[src/rtl/alu_issue_stage.sv]
// alu_issue_stage: operand-issue stage in front of the 32-bit ALU.
// 8x32 register file (r0 hardwired to 0), operand read on accept, and a
// 2-entry skid buffer (OUT + SKID) with valid/ready flow control.
// Undefined opcodes (7, 15) complete the handshake but are dropped and counted.
// Optional macro ALU_ISSUE_BYPASS_EN: forward same-cycle writeback data into
// operands read at accept; when undefined, operands see the pre-write value.
module alu_issue_stage #(
    parameter int DATA_W = 32,
    parameter int RA_W   = 3,
    parameter int OPC_W  = 4,
    parameter int CNT_W  = 8
) (
    input  logic              clk,
    input  logic              reset,
    input  logic              in_valid,
    output logic              in_ready,
    input  logic [OPC_W-1:0]  in_opcode,
    input  logic [RA_W-1:0]   in_rs0,
    input  logic [RA_W-1:0]   in_rs1,
    input  logic [DATA_W-1:0] in_imm,
    input  logic              in_use_imm,
    input  logic              wb_en,
    input  logic [RA_W-1:0]   wb_addr,
    input  logic [DATA_W-1:0] wb_data,
    output logic              out_valid,
    input  logic              out_ready,
    output logic [DATA_W-1:0] data0,
    output logic [DATA_W-1:0] data1,
    output logic [OPC_W-1:0]  opcode,
    output logic              illegal_op,
    output logic [CNT_W-1:0]  illegal_cnt
);
    localparam int NREG = 2**RA_W;

    typedef struct packed {
        logic [DATA_W-1:0] d0;
        logic [DATA_W-1:0] d1;
        logic [OPC_W-1:0]  opc;
    } entry_t;

    typedef enum logic [1:0] {EMPTY, HALF, FULL} state_t;

    state_t            state_q, state_d;
    logic [DATA_W-1:0] rf [NREG];
    entry_t            out_q, skid_q, new_e;
    logic [DATA_W-1:0] rd0, rd1;
    logic              legal, acc, enq, pop;
    logic              load_out, load_skid, shift_skid;

    assign legal = (in_opcode != OPC_W'(7)) && (in_opcode != OPC_W'(15));
    assign acc   = in_valid & in_ready;
    assign enq   = acc & legal;
    assign out_valid = (state_q != EMPTY);
    assign pop   = out_valid & out_ready;

    // Register read; r0 is always zero, optional same-cycle writeback bypass
    always_comb begin
        rd0 = (in_rs0 == '0) ? '0 : rf[in_rs0];
        rd1 = (in_rs1 == '0) ? '0 : rf[in_rs1];
`ifdef ALU_ISSUE_BYPASS_EN
        if (wb_en && wb_addr != '0 && wb_addr == in_rs0) rd0 = wb_data;
        if (wb_en && wb_addr != '0 && wb_addr == in_rs1) rd1 = wb_data;
`endif
        new_e.d0  = rd0;
        new_e.d1  = in_use_imm ? in_imm : rd1;
        new_e.opc = in_opcode;
    end

    // Skid-buffer next state and load controls; illegal ops count as no accept
    always_comb begin
        state_d    = state_q;
        load_out   = 1'b0;
        load_skid  = 1'b0;
        shift_skid = 1'b0;
        case (state_q)
            EMPTY: if (enq) begin
                state_d  = HALF;
                load_out = 1'b1;
            end
            HALF: begin
                if (enq && !pop) begin
                    state_d   = FULL;
                    load_skid = 1'b1;
                end else if (pop && !enq) begin
                    state_d = EMPTY;
                end else if (enq && pop) begin
                    load_out = 1'b1;
                end
            end
            FULL: if (pop) begin
                state_d    = HALF;
                shift_skid = 1'b1;
            end
            default: state_d = EMPTY;
        endcase
    end

    // State, registered in_ready, and operand buffers
    always_ff @(posedge clk or posedge reset) begin
        if (reset) begin
            state_q  <= EMPTY;
            in_ready <= 1'b1;
            out_q    <= '0;
            skid_q   <= '0;
        end else begin
            state_q  <= state_d;
            in_ready <= (state_d != FULL);
            if (load_out)        out_q  <= new_e;
            else if (shift_skid) out_q  <= skid_q;
            if (load_skid)       skid_q <= new_e;
        end
    end

    assign data0  = out_q.d0;
    assign data1  = out_q.d1;
    assign opcode = out_q.opc;

    // Register file write port; writes to r0 are dropped
    always_ff @(posedge clk or posedge reset) begin
        if (reset) begin
            for (int i = 0; i < NREG; i++) rf[i] <= '0;
        end else if (wb_en && wb_addr != '0) begin
            rf[wb_addr] <= wb_data;
        end
    end

    // Sticky illegal flag and saturating illegal-opcode counter
    always_ff @(posedge clk or posedge reset) begin
        if (reset) begin
            illegal_op  <= 1'b0;
            illegal_cnt <= '0;
        end else if (acc && !legal) begin
            illegal_op <= 1'b1;
            if (illegal_cnt != '1) illegal_cnt <= illegal_cnt + CNT_W'(1);
        end
    end
endmodule

[config.mk]
export PLATFORM = sky130hd
export DESIGN_NAME = alu_issue_stage
export DESIGN_NICKNAME = d
export VERILOG_FILES = /design/src/rtl/alu_issue_stage.sv
export SDC_FILE = /design/constraint.sdc
export NUM_CORES = 1
export LEC_CHECK = 0
export BUFFER_PORTS_ARGS = -buffer_cell sky130_fd_sc_hd__buf_4
export CAP_MARGIN = 40
export CORE_ASPECT_RATIO = 0.9
export CORE_MARGIN = 2
export CORE_UTILIZATION = 25
export CTS_CLUSTER_SIZE = 25
export DETAILED_ROUTE_END_ITERATION = 16
export PLACE_DENSITY_LB_ADDON = 0.05
export REMOVE_ABC_BUFFERS = 1
export SYNTH_ARGS = -nofsm -noshare
export SYNTH_HDL_FRONTEND = slang
export SYNTH_SLANG_ARGS = --single-unit
[constraint.sdc]
create_clock -name clk -period 13.1 [get_ports clk]
set_input_delay 1.965 -clock clk [delete_from_list [all_inputs] [get_ports clk]]
set_output_delay 1.965 -clock clk [all_outputs]
set_load 0.05 [all_outputs]
==> summary.txt, run 1 <==
Status
  • Status: finished, final reports clean

Synth
  • Sequential fraction of the synthesis area: 51.3%
  • Synth area leaders: dfrtp_1, mux2_2, mux2i_1
  • Top-count cell post-synth: dfrtp_1
  • Yosys cell types: 55
  • Gate Count Post-Synth: 1473
  • Syn Area/Cell: 12.3 sq um
  • Synth Flop Type: dfrtp_1
  • Seq cells post-synth: 372
  • Post-Synthesis Cell Area: 18100 sq um
  • Most instantiated cells after synthesis: dfrtp_1, mux2_2, mux2i_1
  • Top-area cell type share of the netlist area: 51.2%
  • Synth warn: 0
  • Number of flops mapped to enable cells by yosys: 0
  • Area leader, netlist: dfrtp_1
  • FFs w/ async S/R, synth: 100%

Detailed routing
  • DR vias: 12963
  • Antenna-violating nets left: 0
  • Vias per cell: 5.03
  • Router iterations before antenna repair: 7
  • Routed len/inst: 25.9 um
  • WL final: 66800 um
  • Iter 0 DRT Violations: 822
  • Residual DRC count: 0

Setup path
  • Buf/Inv on CP: 3
  • Arr. time, crit path: 4310 ps
  • CP required: 13520 ps
  • Delay-heaviest family, CP: buffers and inverters
  • Slowest-stage cell, CP: buf_4
  • CP peak stage delay: 610 ps
  • Crit path top cell by count: buf_4
  • Crit end category: flop
  • Setup crit start kind: input port
  • Worst setup path class: in2reg
  • Cells along the critical path: buf_4 > buf_4 > and2_1 > buf_4 > a221o_1 > o21ai_0
  • Critical path peak fanout: 34

Timing
  • Skew final: 12.9 ps
  • RSZ-0062 raised after global routing: no
  • Min Clock Period, post-route: 3890 ps
  • Total negative slack: 0 ps
  • Slew Limit Headroom: 42.0%
  • # setup viols final: 0
  • Max-slew violations: 0
  • Part of the cycle the worst path needs: 29.7%
  • Fmax: 257 MHz
  • Final Hold Slack: 457 ps
  • Final hold vios: 0
  • Worst-Margin Slew: 868 ps

CTS
  • Worst-skew pair later-pin latency: 570 ps
  • Post-CTS setup buffer count: 0
  • Clk slew on worst S/H paths: 50 ps
  • Root Driver: clkbuf_16
  • # hold bufs at CTS: 0
  • Clk buf depth: 3
  • CTS sink cnt: 372
  • CTS HTree Levels: 2
  • CTS Buf Count: 47
  • CTS tree: built
  • Resized Gates After CTS: 0

Global route
  • Vias in the first global route: 13926
  • Grt ovf: 0
  • First-pass GRT wire length: 99100 um
  • All-Layer GR Usage: 18.0%
  • Largest net degree at the start of global routing: 80
  • Initial antenna violation count: 1

Die
  • Initial Util: 25.3%
  • Io pins: 162
  • Die H: 260 um
  • Die ar.: 74800 sq um
  • Die X: 288 um
  • Area of the core: 71700 sq um
  • Row cnt: 93

Run
  • MaxCap Viol Count: 0

Final layout
  • Fill count: 7401
  • Fraction of layout cells with a size suffix above 1: 37.6%
  • Layout area overhead: 21.2%
  • Final #Nets: 1674

Min path
  • Worst Hold Class: reg2reg

Placed design
  • DP HPWL: 38200 um
  • RePlAce Congestion: 0.702
  • PortBufs: 161

Power
  • Max IR drop VDD: 0.118 mV
  • Power Density: 205 nW/um^2
  • Lkg Pwr: 9.41 nW
-- worst min-delay path: stages, from the launching register on --
cell and delay, ps:
dfrtp_1 330, nand2_1 50, nand2_1 50
-- final cells by class --
class                      count  area, sq um  share of cell area (%)
antenna                        1         2.50                  0.0114
multi-input combinational    964         8350                    38.0
sequential                   372         9310                    42.3
timing repair buffer         198         1600                    7.27
clock buffer                  74         1460                    6.64
tap                          950         1190                    5.41
inverter                       7         33.8                   0.154
clock inverter                10         50.0                   0.228
-- metal layers --
layer  vias up  wire, um  global-route usage, %
li1       5838         -                      -
met1      6826     32100                   25.1
met2       232     31300                   29.6
met3        67      2080                   2.25
met4         0      1340                   4.32
met5         -         0                      0
-- cells by family after synthesis --
kind of cell | count (synthesis) | synth area share [%]
buf+inv | 137 | 3.23
xor+xnor | 6 | 0.290
fa+ha+maj | 1 | 0.0689
simple gates | 177 | 5.01
compound gates | 358 | 14.5
flops | 372 | 51.3
mux | 422 | 25.6
-- metrics by stage --
stage | power [mW] | area (sq um) | utilization (%) | cells | worst slack, ps
finish | 4.51 | 22000 | 30.7 | 2576 | 9210
global route | 4.78 | 22000 | 30.7 | 2576 | 9050
CTS | 4.59 | 22000 | 30.7 | 2575 | 9210
detailed placement | 3.27 | 20500 | 28.6 | 2491 | 8580
global placement | 3.25 | 20300 | 28.3 | 2483 | 8420
floorplan | 2.73 | 17600 | - | 1343 | 806
-- where the power goes --
| group | internal [mW] | switching [mW] |
|---|---|---|
| Combinational | 0.574 | 0.887 |
| Clock | 0.759 | 0.517 |
| Sequential | 1.52 | 0.253 |
| Total | 2.85 | 1.66 |
-- state kept, by name, indices dropped and copies added (netlist names) --
| signal | flops |
|---|---|
| data0 | 32 |
| data1 | 32 |
| illegal_cnt | 8 |
| illegal_op | 1 |
| in_ready | 1 |
| opcode | 4 |
| rf | 224 |
| skid_q | 68 |
| state_q | 2 |
-- layout by cell type, fill, tap and decap left out, drive strengths merged, types with 6 or more instances in the layout --
cell type and instances:
dfrtp 371, mux2 325, buf 198, mux2i 96, nand2 78, o21ai 75, clkbuf 74, a221oi 54
a221o 54, a211oi 45, a21oi 44, and2 43, a22oi 38, nand3 17, clkinv 11, nor2 10
a32oi 8, a21o 8, a32o 8, o22ai 8, a211o 8, inv 6, nor2b 6
-- worst paths after layout --
check | cells past startpoint | from | to | slack (ps)
worst max register to register | 6 | state_q[1]$_DFF_PP0_ | skid_q[16]$_DFFE_PP0P_ | 10490
min in group asynchronous | 2 | reset | data0[23]$_DFFE_PP0P_ | 1470
worst min register to register | 2 | skid_q[0]$_DFFE_PP0P_ | opcode[0]$_DFFE_PP0P_ | 460
worst min-delay path | 2 | skid_q[0]$_DFFE_PP0P_ | opcode[0]$_DFFE_PP0P_ | 460
max in group asynchronous | 4 | reset | data1[1]$_DFFE_PP0P_ | 10160
worst max-delay path | 6 | in_rs0[1] | skid_q[55]$_DFFE_PP0P_ | 9210
Power figures use the tool's default switching activity.
==> run 2, diff against run 1 <==
==> constraint.sdc (replaced) <==
create_clock -name clk -period 3.9 [get_ports clk]
set_input_delay 0.585 -clock clk [delete_from_list [all_inputs] [get_ports clk]]
set_output_delay 0.585 -clock clk [all_outputs]
set_load 0.05 [all_outputs]
==> run 2 against run 1 <==
- sequential power increased to 3.4 times the previous value
- non-clock buffer count increased by 8
- critical path type is now reg2reg
- largest power group unchanged
- flip-flop and latch count is the same
- power increased to 3.4 times the previous value
- combinational power increased to 3.4 times the previous value
- die area is the same
- critical path depth down 1
- clock skew up 5.9 ps
- largest cell class unchanged
- register-to-register slack got worse by 8900 ps
- worst setup slack got worse by 7600 ps
==> summary.txt, run 2 (synthesis gave the netlist of run 1 again) <==
CTS
  • CTS tree: built (unchanged)
  • Root Driver: clkbuf_16 (unchanged)
  • Clk slew on worst S/H paths: 60 ps (was 50 ps)
  • CTS HTree Levels: 2 (unchanged)
  • Resized Gates After CTS: 0 (unchanged)
  • CTS sink cnt: 372 (unchanged)
  • # hold bufs at CTS: 1 (was 0)
  • CTS Buf Count: 47 (unchanged)
  • Worst-skew pair later-pin latency: 580 ps (was 570 ps)
  • Clk buf depth: 3 (unchanged)
  • Post-CTS setup buffer count: 0 (unchanged)

Setup path
  • Worst setup path class: reg2reg (was in2reg)
  • Setup crit end: data1[29]$_DFFE_PP0P_ (was skid_q[55]$_DFFE_PP0P_)
  • Setup crit start kind: flop (was input port)
  • Reg2reg path depth: 5 (was 6)
  • CP startpoint: in_ready$_DFF_PP1_ (was in_rs0[1])
  • Crit end category: flop (unchanged)
  • Worst r2r dst: data1[29]$_DFFE_PP0P_ (was skid_q[16]$_DFFE_PP0P_)
  • CP required: 4410 ps (was 13520 ps)
  • Arr. time, crit path: 2850 ps (was 4310 ps)
  • Worst r2r src: in_ready$_DFF_PP1_ (was state_q[1]$_DFF_PP0_)
  • Critical path peak fanout: 18 (was 34)
  • Reg2reg setup slack: 1560 ps (was 10490 ps)

Timing
  • Skew final: 18.8 ps (was 12.9 ps)
  • Fmax: 428 MHz
  • Part of the cycle the worst path needs: 59.9%
  • Max-slew violations: 0 (unchanged)
  • # setup viols final: 0 (unchanged)
  • Min Clock Period, post-route: 2340 ps
  • RSZ-0062 raised after global routing: no (unchanged)
  • Slew Limit Headroom: 43.8% (was 42.0%)
  • Final Worst Setup Slack: 1560 ps (was 9210 ps)
  • Final hold vios: 0 (unchanged)
  • Worst-Margin Slew: 841 ps (was 868 ps)
  • Final Hold Slack: 190 ps (was 457 ps)

Power
  • Tot Pwr: 15.2 mW (was 4.51 mW)
  • Lkg Pwr: 9.49 nW (was 9.41 nW)
  • Max IR drop VDD: 0.334 mV (was 0.118 mV)
  • Power Density: 687 nW/um^2 (was 205 nW/um^2)

Detailed routing
  • Router iterations before antenna repair: 5 (was 7)
  • DR vias: 13101 (was 12963)
  • Vias per cell: 5.07 (was 5.03)
  • WL final: 67000 um (was 66800 um)
  • Antenna-violating nets left: 0 (unchanged)
  • Residual DRC count: 0 (unchanged)
  • Routed len/inst: 25.9 um (about the same)
  • Iter 0 DRT Violations: 704 (was 822)

Min path
  • Worst Hold Class: in2reg (was reg2reg)

Die
  • Row cnt: 93 (unchanged)
  • Die H: 260 um (unchanged)
  • Initial Util: 25.3% (unchanged)
  • Io pins: 162 (unchanged)
  • Die ar.: 74800 sq um (unchanged)
  • Die X: 288 um (unchanged)
  • Area of the core: 71700 sq um (unchanged)

Global route
  • Largest net degree at the start of global routing: 96 (was 80)
  • Initial antenna violation count: 1 (unchanged)
  • First-pass GRT wire length: 98000 um (was 99100 um)
  • Grt ovf: 0 (unchanged)
  • All-Layer GR Usage: 17.9% (was 18.0%)
  • Vias in the first global route: 13797 (was 13926)

Final layout
  • Regs by FF count: rf: 224 flops, skid_q: 68 flops (unchanged)
  • Layout Utilization: 31.0% (was 30.7%)
  • Commonest non-fill, non-tap cell in the layout: dfrtp_1 (unchanged)
  • Fraction of layout cells with a size suffix above 1: 37.6% (about the same)
  • Reg with most FFs: rf (unchanged)
  • Most frequent cells in the layout: dfrtp_1, mux2_2, buf_4, mux2i_1, nand2_1 (unchanged)
  • Final #Nets: 1682 (was 1674)
  • Layout area overhead: 22.2% (was 21.2%)
  • Max reg flops: 224 (unchanged)
  • N_diodes: 0 (was 1)

Status
  • Status: finished, final reports clean (unchanged)

Run
  • MaxCap Viol Count: 0 (unchanged)

Placed design
  • Setup WS pre-CTS: 1170 ps (was 8580 ps)
  • RePlAce Congestion: 0.711 (was 0.702)
  • DP HPWL: 39500 um (was 38200 um)
  • PortBufs: 161 (unchanged)
==> run 2: changes by cell type in the layout (fill, tap and decap cells not counted), sizes merged <==
cell         change
dlygate4sd3      +1
clkbuf           -1
inv              +1
bufinv           +2
diode            -1
buf              +7
==> run 2: power by group <==
group          leakage [nW]  internal [mW]  switching (mW)
Combinational          4.25           1.96            2.99
Clock                 0.754           2.59            1.77
Sequential             4.49           5.09           0.834
==> run 2: stage by stage <==
stage          instances  cell area [sq um]   TNS, ps
6_report            2585              22200         0
5_1_grt             2585              22200         0
4_1_cts             2585              22200         0
3_5_place_dp        2498              20700         0
3_3_place_gp        2493              20500         0
2_1_floorplan       1343              17600  -2634110
==> run 2: worst min path at each step <==
stage / start / endpoint / slack [ps] / depth (start not counted)
floorplan: skid_q[0]$_DFFE_PP0P_ / opcode[0]$_DFFE_PP0P_ / 430 / 2
global placement: skid_q[3]$_DFFE_PP0P_ / opcode[3]$_DFFE_PP0P_ / 440 / 2
detailed placement: skid_q[3]$_DFFE_PP0P_ / opcode[3]$_DFFE_PP0P_ / 450 / 2
CTS: out_ready / state_q[1]$_DFF_PP0_ / 150 / 2
global route: out_ready / state_q[1]$_DFF_PP0_ / 170 / 2
finish: out_ready / state_q[1]$_DFF_PP0_ / 190 / 2
==> run 2: worst max-delay path, stage by stage (launching register included) <==
cell and delay [ps]:
dfstp_2 540, nand2_1 120, or4_2 930, buf_16 290
a211o_1 280, nand3_1 90
==> run 2: per-layer routing <==
metal,up-vias,global-route usage (%),wire length [um]
li1,5849,-,-
met1,6899,24.5,31200
met2,265,29.8,32100
met3,86,2.40,2350
met4,2,4.25,1320
met5,-,0,14
==> run 2: area by class of cell <==
class                   instances  area, sq um
clock buffers                  73         1400
clock inverters                13          121
fillers                      7369        49500
inverters                       7         33.8
multi-input cells             964         8350
flip-flops and latches        372         9310
well taps                     950         1190
repair buffers                206         1790
==> run 3, diff against run 2 <==
--- a/config.mk
+++ b/config.mk
@@ -5,6 +5,7 @@
 export SDC_FILE = /design/constraint.sdc
 export NUM_CORES = 1
 export LEC_CHECK = 0
+export ABC_AREA = 1
 export BUFFER_PORTS_ARGS = -buffer_cell sky130_fd_sc_hd__buf_4
 export CAP_MARGIN = 40
 export CORE_ASPECT_RATIO = 0.9
==> constraint.sdc (replaced) <==
create_clock -name clk -period 2 [get_ports clk]
set_input_delay 0.3 -clock clk [delete_from_list [all_inputs] [get_ports clk]]
set_output_delay 0.3 -clock clk [all_outputs]
set_load 0.05 [all_outputs]
==> run 3 against run 2 <==
- fmax is 34% higher
- routed wire length is 20% higher
- combinational power is 100% higher
- die area is 12% higher
- clock power is 130% higher
- critical endpoint is now data0[4]$_DFFE_PP0P_
==> summary.txt, run 3 <==
Setup path
  • Worst setup path class: reg2reg (unchanged)
  • Critical path peak fanout: 25 (was 18)
  • Worst r2r src: in_ready$_DFF_PP1_ (unchanged)
  • Arr. time, crit path: 2270 ps (was 2850 ps)
  • Setup crit end: data0[4]$_DFFE_PP0P_ (was data1[29]$_DFFE_PP0P_)
  • CP startpoint: in_ready$_DFF_PP1_ (unchanged)
  • Worst r2r dst: data0[4]$_DFFE_PP0P_ (was data1[29]$_DFFE_PP0P_)
  • CP required: 2520 ps (was 4410 ps)
  • Reg2reg path depth: 8 (was 5)
  • Reg2reg setup slack: 250 ps (was 1560 ps)
  • Crit end category: flop (unchanged)
  • Setup crit start kind: flop (unchanged)

Global route
  • All-Layer GR Usage: 19.1% (was 17.9%)
  • Vias in the first global route: 18542 (was 13797)
  • Largest net degree at the start of global routing: 86 (was 96)
  • Grt ovf: 0 (unchanged)
  • First-pass GRT wire length: 121000 um (was 98000 um)
  • Initial antenna violation count: 0 (was 1)

Synth
  • Post-Synthesis Cell Area: 20400 sq um (was 18100 sq um)
  • Gate Count Post-Synth: 2746 (was 1473)
  • Yosys cell types: 34 (was 55)
  • Sequential fraction of the synthesis area: 49.5% (was 51.3%)
  • Most instantiated cells after synthesis: nand2_1, dfrtp_1, o21ai_0 (was dfrtp_1, mux2_2, mux2i_1)
  • FFs w/ async S/R, synth: 100% (unchanged)
  • Top-count cell post-synth: nand2_1 (was dfrtp_1)
  • Seq cells post-synth: 404 (was 372)
  • Synth Flop Type: dfrtp_1 (unchanged)
  • Top-area cell type share of the netlist area: 49.3% (was 51.2%)
  • Area leader, netlist: dfrtp_1 (unchanged)
  • Number of flops mapped to enable cells by yosys: 0 (unchanged)
  • Synth warn: 0 (unchanged)
  • Synth area leaders: dfrtp_1, nand2_1, o21ai_0 (was dfrtp_1, mux2_2, mux2i_1)
  • Syn Area/Cell: 7.44 sq um (was 12.3 sq um)

Die
  • Die H: 275 um (was 260 um)
  • Io pins: 162 (unchanged)
  • Row cnt: 99 (was 93)
  • Initial Util: 25.2% (was 25.3%)
  • Area of the core: 81000 sq um (was 71700 sq um)
  • Die ar.: 84100 sq um (was 74800 sq um)
  • Die X: 305 um (was 288 um)

Timing
  • Skew final: 14.9 ps (was 18.8 ps)
  • Min Clock Period, post-route: 1750 ps (was 2340 ps)
  • Fmax: 571 MHz (was 428 MHz)
  • Max-slew violations: 0 (unchanged)
  • RSZ-0062 raised after global routing: no (unchanged)
  • Final Worst Setup Slack: 249 ps (was 1560 ps)
  • Part of the cycle the worst path needs: 87.5% (was 59.9%)
  • # setup viols final: 0 (unchanged)
  • Worst-Margin Slew: 547 ps (was 841 ps)
  • Final hold vios: 0 (unchanged)
  • Slew Limit Headroom: 63.5% (was 43.8%)

Final layout
  • Fin area: 25800 sq um (was 22200 sq um)
  • Area of the multi-input gates: 8490 sq um (was 8350 sq um)
  • Fill count: 8736 (was 7369)
  • Layout area overhead: 26.0% (was 22.2%)
  • N_diodes: 0 (unchanged)
  • Most frequent cells in the layout: nand2_1, dfrtp_1, o21ai_0, inv_1, buf_4 (was dfrtp_1, mux2_2, buf_4, mux2i_1, nand2_1)
  • Reg with most FFs: rf (unchanged)
  • Regs by FF count: rf: 256 flops, skid_q: 68 flops (was rf: 224 flops, skid_q: 68 flops)
  • Final #Nets: 2992 (was 1682)
  • Post-route insts no fill: 4008 (was 2585)
  • Max reg flops: 256 (was 224)
  • Fraction of layout cells with a size suffix above 1: 13.1% (was 37.6%)
  • Commonest non-fill, non-tap cell in the layout: nand2_1 (was dfrtp_1)
  • Storage element area: 10100 sq um (was 9310 sq um)

CTS
  • Worst-skew pair later-pin latency: 600 ps (was 580 ps)
  • CTS HTree Levels: 2 (unchanged)
  • CTS sink cnt: 404 (was 372)
  • Root Driver: clkbuf_16 (unchanged)
  • Resized Gates After CTS: 0 (unchanged)
  • CTS tree: built (unchanged)
  • CTS Buf Count: 53 (was 47)
  • Clk buf depth: 3 (unchanged)
  • Clk slew on worst S/H paths: 60 ps (about the same)

Detailed routing
  • Iter 0 DRT Violations: 1438 (was 704)
  • Vias per cell: 4.66 (was 5.07)
  • Residual DRC count: 0 (unchanged)
  • Antenna-violating nets left: 0 (unchanged)
  • Router iterations before antenna repair: 5 (unchanged)
  • Routed len/inst: 20.0 um (was 25.9 um)
  • DR vias: 18696 (was 13101)
  • WL final: 80300 um (was 67000 um)

Placed design
  • RePlAce Congestion: 0.792 (was 0.711)
  • Setup WS pre-CTS: 216 ps (was 1170 ps)
  • DP HPWL: 50200 um (was 39500 um)
  • PortBufs: 161 (unchanged)
  • Cell Area, Placed: 23400 sq um (was 20700 sq um)
  • Cells after DPL: 3857 (was 2498)

Power
  • Net Sw Power: 12.2 mW (was 5.60 mW)
  • Max IR drop VDD: 0.564 mV (was 0.334 mV)
  • Part of the power in combinational logic: 31.6% (was 32.5%)
  • Internal: 19.8 mW (was 9.64 mW)
  • Lkg Pwr: 12.6 nW (was 9.49 nW)
  • Clock share of power: 31.2% (was 28.6%)
  • Sequential power share: 37.2% (was 38.9%)
  • Tot Pwr: 32.0 mW (was 15.2 mW)
  • Power Density: 1240 nW/um^2 (was 687 nW/um^2)
  • Switching share of power: 38.2% (was 36.7%)

Run
  • MaxCap Viol Count: 0 (unchanged)

Min path
  • Worst Hold Class: in2reg (unchanged)

Status
  • Status: finished, final reports clean (unchanged)
==> run 3: power by group through the flow <==
stage	Combinational [mW]	Clock (mW)	Sequential (mW)
2_1_floorplan	4.07	0	14.0
3_3_place_gp	10.1	0	12.0
3_5_place_dp	10.2	0	12.0
4_1_cts	10.3	10.3	11.9
5_1_grt	11.2	10.6	12.2
6_report	10.1	9.98	11.9
==> run 3: per-layer routing <==
metal	share of wire, %	track usage (%)	vias to the layer above
met5	0	0	-
met3	4.4	2.37	97
met2	47	32.1	463
met1	47	26.3	9009
met4	1.8	4.51	0
li1	-	-	9127
==> run 3: cell type report <==
cell class	count	area share, %
repair buffers	315	12.1
clock buffers	77	6.25
clock inverters	18	0.782
multi-input cells	1900	33.0
inverters	234	3.49
flip-flops and latches	404	39.3
well taps	1060	5.15
==> run 3: how the worst min path moves through the flow <==
stage / start / end / slack [ps] / cells past startpoint
floorplan: rf[255]$_DFFE_PP0P_ / rf[255]$_DFFE_PP0P_ / 350 / 0
global placement: reset / data1[27]$_DFFE_PP0P_ / 310 / 2
detailed placement: reset / data0[27]$_DFFE_PP0P_ / 310 / 2
CTS: in_imm[7] / skid_q[11]$_DFFE_PP0P_ / 0.4 / 3
global route: in_imm[7] / skid_q[11]$_DFFE_PP0P_ / 30 / 3
finish: in_imm[24] / skid_q[28]$_DFFE_PP0P_ / 40 / 5
==> run 3: metrics by stage <==
stage | hold WS (ps) | util (%) | setup TNS (ps)
finish | 41.4 | 31.8 | 0
global route | 28.5 | 31.8 | 0
detailed placement | 310 | 28.9 | 0
floorplan | 349 | - | -3932090
CTS | 0.401 | 31.8 | 0
global placement | 310 | 28.9 | 0
==> run 3: what timing repair did <==
action                                  4_1_cts  5_1_grt
hold buffers                                 56        0
hold endpoints to repair                    158        0
setup buffers                                 0        0
endpoints found under the setup margin        0        0
==> run 3: critical path, stage by stage (launching register included) <==
cell      delay, ps
dfstp_2         520
nand2_1          70
clkinv_1         80
nand4_2         190
inv_4           140
buf_12          210
buf_4           190
nand4_1         120
a21oi_1         130
==> run 3: logic make-up (layout without fill, tap and decap cells) <==
kind of cell | after synthesis | in the layout | share of synthesized area, %
simple gates | 1400 | 1400 | 28.1
compound gates | 491 | 491 | 12.7
buf+inv | 442 | 644 | 9.32
flops | 404 | 404 | 49.5
xor+xnor | 8 | 8 | 0.343
fa+ha+maj | 1 | 1 | 0.0612
